--- src/rtl/side_fetch_pkg.sv ---
// Shared types and constants for the SIDE MIPS fetch stage.
package side_fetch_pkg;

  typedef enum logic [1:0] {
    IDLE  = 2'd0,
    FETCH = 2'd1,
    MISS  = 2'd2,
    DRAIN = 2'd3
  } state_t;

  localparam logic [31:0] FETCH_BYTES = 32'd8;
  localparam logic [31:0] INST_BYTES  = 32'd4;

endpackage

--- src/rtl/fetch_ctrl.sv ---
// Fetch-stage sequencer: owns the fetch PC, requests instruction memory and
// drives IF/ID enable/stall/flush, absorbing misses, back-pressure and redirects.
module fetch_ctrl
  import side_fetch_pkg::*;
#(
  parameter logic [31:0] RESET_PC = 32'h0000_0000,
  parameter bit          DUAL_EN  = 1'b1
) (
  input  logic        clk,
  input  logic        rst,
  input  logic        imem_valid,
  input  logic        id_stall,
  input  logic        br_redirect,
  input  logic [31:0] br_target,
  input  logic        exc_redirect,
  input  logic [31:0] exc_vector,
  output logic        imem_req,
  output logic [31:0] imem_addr,
  output logic [31:0] IF_PC,
  output logic        inst_en,
  output logic        inst2_en,
  output logic        ifid_stall,
  output logic        ifid_flush
);

  state_t      state;
  logic [31:0] pc;
  logic        redirect;
  logic [31:0] target;
  logic        deliver;

  assign imem_addr = pc;
  assign IF_PC     = pc;

  always_comb begin
    // NOTE: every always_comb output gets a default first so no path infers a latch.
    redirect    = exc_redirect | br_redirect;
    target      = exc_redirect ? exc_vector : br_target;
    target[1:0] = 2'b00;
    deliver     = 1'b0;
    imem_req    = 1'b0;
    inst_en     = 1'b0;
    inst2_en    = 1'b0;
    ifid_stall  = 1'b0;
    ifid_flush  = 1'b0;
    case (state)
      FETCH, MISS: begin
        imem_req = 1'b1;
        if (redirect) begin
          ifid_flush = 1'b1;
        end else if (imem_valid && !id_stall) begin
          deliver  = 1'b1;
          inst_en  = 1'b1;
          // Slot 2 only exists when the PC points at the first word of the block.
          inst2_en = DUAL_EN & ~pc[2];
        end else begin
          ifid_stall = id_stall;
        end
      end
      DRAIN:   ifid_flush = redirect;
      default: ;
    endcase
  end

  always_ff @(posedge clk) begin
    // NOTE: sequential state uses non-blocking assignments so every register
    // samples pre-edge values, independent of statement order.
    if (rst) begin
      pc    <= RESET_PC;
      state <= IDLE;
    end else if (state == IDLE) begin
      state <= FETCH;
    end else if (redirect) begin
      pc <= target;
      // A cancelled miss still owes us a response; wait it out before refetching.
      if (state == MISS || (state == DRAIN && !imem_valid)) state <= DRAIN;
      else                                                  state <= FETCH;
    end else begin
      if (deliver) pc <= pc + (inst2_en ? FETCH_BYTES : INST_BYTES);
      case (state)
        FETCH:   if (!imem_valid) state <= MISS;
        MISS:    if (imem_valid)  state <= FETCH;
        DRAIN:   if (imem_valid)  state <= FETCH;
        default: ;
      endcase
    end
  end

endmodule
--- config.mk ---
export PLATFORM = sky130hd
export DESIGN_NAME = fetch_ctrl
export DESIGN_NICKNAME = d
export VERILOG_FILES = /design/src/rtl/side_fetch_pkg.sv /design/src/rtl/fetch_ctrl.sv
export SDC_FILE = /design/constraint.sdc
export NUM_CORES = 1
export LEC_CHECK = 0
export CAP_MARGIN = 20
export CORE_MARGIN = 1
export CORE_UTILIZATION = 45
export DETAILED_ROUTE_END_ITERATION = 10
export GPL_ROUTABILITY_DRIVEN = 0
export PLACE_DENSITY = 0.84
export SYNTH_ARGS = -nofsm -noshare
export SYNTH_HDL_FRONTEND = slang
export SYNTH_SLANG_ARGS = --single-unit
--- constraint.sdc ---
create_clock -name clk -period 6.4 [get_ports clk]
set_input_delay 1.6 -clock clk [delete_from_list [all_inputs] [get_ports clk]]
set_output_delay 1.6 -clock clk [all_outputs]
set_load 0.01 [all_outputs]
==> flow_metrics.tcl <==
set metrics [dict create \
    slew_violations 0 \
    cts_resized 0 \
    rsz0062_at_grt "false" \
    fmax_mhz 185 \
    hpwl_mm 6.70 \
    finalSetupTns_ps 0 \
    synth_async_sr_flop_share_pct 0 \
    synth.avg_cell_area_um2 7.50 \
    antenna_cells 0 \
    first_pass_iters 5 \
    min_period_ps 5400 \
    via_per_inst 6.21 \
    ant_nets 0 \
    drive_above_1_share_pct 5.02 \
    grt_pass1_vias 3034 \
    synthesis.area_um2 2820 \
    cp.arrival_ps 3800 \
    tightest_slew_ps 831 \
    crit_type "in2out" \
    period_share_pct 84.4 \
    core_um2 5990 \
    drc 0 \
    synth-edff-count 0 \
    via_count 3312 \
    place_area_um2 3870 \
    cap_viol_max_count 0 \
    boundaryPins 139 \
    cts_max_level 2 \
    synth.distinct_cells 64 \
    synth_seq_area_share_pct 22.7 \
    design_area_um2 3940 \
    drtIter0Drc 314 \
    critPathMaxFanout 7 \
    fp.dieW_um 81.1 \
    antenna_found_initial 0 \
    clk_latency_ps 290 \
    initial_utilization_pct 47.1 \
    std_cell_rows 28 \
    syn_to_final_growth_pct 39.7 \
    leakagePower_nw 1.42 \
    grt_max_degree 37 \
    critPathLaunchType "primary input" \
    status "complete, no violations" \
    overflow 0 \
    finalWirelength_mm 9.50 \
    die_area_um2 6580 \
    cts_root_buffer "clkbuf_8" \
    ys_seq_elements 32 \
    irDropWorstVdd_v 0.0000993 \
    cts_setup_buffers 0 \
    cts_sinks 32 \
    grt_pass1_wl_mm 14.4 \
    clockBufferDepth 2 \
    skew_ps 7.66 \
    critPathCaptureType "output port" \
    yosysWarnings 0 \
    hold-worst-slack_ps 525 \
    avgRoutedWirePerCell_um 17.8 \
    place_ws_ps 1040 \
    synth_cells 376 \
    stdcell_count 533 \
    slew_headroom_pct 44.6 \
    io_buffers 130 \
    hold_violations 0 \
    power.density_nw_per_um2 154 \
    cts_made_buffers 5 \
    dp_cells 528 \
    clk_pin_slew_ps 60 \
    setup_slack_ps 1000 \
    final_nets 538 \
    setup_viol 0 \
    fp.dieH_um 81.1 \
    synth_ff_type "dfxtp_1" \
    ctsHoldBuffers 0 \
    required_ps 4800 \
    grt_use_total_pct 28.8 \
    cts_tree "yes" \
    hp-class "reg2reg" \
]
-- cell usage after synthesis, drive strengths merged, types with 2 or more instances --
cell / count / share of area, %
buf: 51 / 13
dfxtp: 32 / 23
a21oi: 31 / 5.5
nand2: 28 / 3.7
o21ai: 26 / 4.6
nand3: 19 / 3.4
nor2: 19 / 2.5
inv: 15 / 2.0
a22oi: 12 / 3.2
clkbuf: 10 / 1.4
nand4: 10 / 2.2
nor3: 9 / 1.6
a211oi: 8 / 2.1
a31oi: 7 / 2.1
ha: 7 / 3.1
nor4: 7 / 2.1
and3: 6 / 1.5
o211ai: 5 / 1.3
o22ai: 5 / 1.1
a22o: 4 / 1.2
and4: 4 / 1.3
mux2i: 4 / 1.4
nand2b: 4 / 0.89
o21a: 4 / 1.1
a21o: 3 / 0.80
o31ai: 3 / 0.80
o32ai: 3 / 0.93
or2: 3 / 0.67
a31o: 2 / 0.62
and2: 2 / 0.44
and2b: 2 / 0.53
nand4b: 2 / 0.84
nor2b: 2 / 0.44
nor3b: 2 / 0.53
o221ai: 2 / 0.62
o22a: 2 / 0.62
o31a: 2 / 0.62
or3: 2 / 0.44
-- critical path, cell delays in order --
cell and delay, ps:
clkdlybuf4s50_1 540, and2b_1 240, nand3_1 340, or2_2 440, inv_1 100, clkdlybuf4s50_1 540
-- sequential cells by signal, indices dropped and copies added (netlist names) --
name,flops
IF_PC,30
state,2
-- final timing paths --
check,startpoint,cells after the start,end,slack [ps]
worst max register to register,state[1],10,IF_PC[28],2810
worst min-delay path,IF_PC[21],2,IF_PC[21],520
worst max-delay path,imem_valid,6,inst2_en,1000
worst min register to register,IF_PC[21],2,IF_PC[21],520
-- report_power, final --
part	leakage [nW]	internal (mW)	total, mW	switching (mW)
Clock	0.0359	0.0702	0.147	0.0768
Combinational	1.12	0.121	0.219	0.0980
Sequential	0.263	0.215	0.241	0.0265
Total	1.42	0.406	0.607	0.201
-- logic make-up (layout without fill, tap and decap cells) --
| family | after synthesis | in the layout | synth area share, % |
|---|---|---|---|
| compound gates | 130 | 130 | 31.1 |
| flops | 32 | 32 | 22.7 |
| fa+ha+maj | 8 | 8 | 3.82 |
| buf+inv | 76 | 155 | 16.0 |
| other cells | 1 | 4 | 0.133 |
| mux | 4 | 4 | 1.42 |
| simple gates | 125 | 125 | 24.9 |
-- per-layer routing --
metal	up-vias	wire length (µm)	global-route usage (%)
met4	0	232	14.6
met2	216	4610	48.0
met1	1541	3680	35.1
met5	-	0	0
li1	1530	-	-
met3	25	977	5.39
-- per-stage QoR --
step / utilization, % / power, mW
after floorplan: - / 0.361
after global placement: 64.6 / 0.456
after detailed placement: 64.6 / 0.461
after CTS: 65.7 / 0.603
after global routing: 65.7 / 0.632
final: 65.7 / 0.607
-- layout by cell type, fill, tap and decap left out, drive strengths merged, types with 4 or more instances in the layout --
master	synthesis	final
buf	51	5
nor3	9	9
o22ai	5	5
o21ai	26	26
clkbuf	10	5
nand2b	4	4
and3	6	6
o21a	4	4
o211ai	5	5
a211oi	8	8
nand3	19	19
mux2i	4	4
a21oi	31	31
clkdlybuf4s50	0	130
and4	4	4
nand2	28	28
conb	1	4
nand4	10	10
a22o	4	4
a22oi	12	12
nor2	19	19
ha	7	7
dfxtp	32	32
nor4	7	7
a31oi	7	7
inv	15	15
-- cell type report --
type | instances | area [µm²]
Fill cell | 505 | 2050
Timing Repair Buffer | 135 | 1340
Sequential cell | 32 | 641
Inverter | 15 | 56.3
Multi-Input combinational cell | 271 | 1740
Tap cell | 75 | 93.8
Clock buffer | 5 | 68.8
Note: power is estimated with default switching activity, not from simulation.
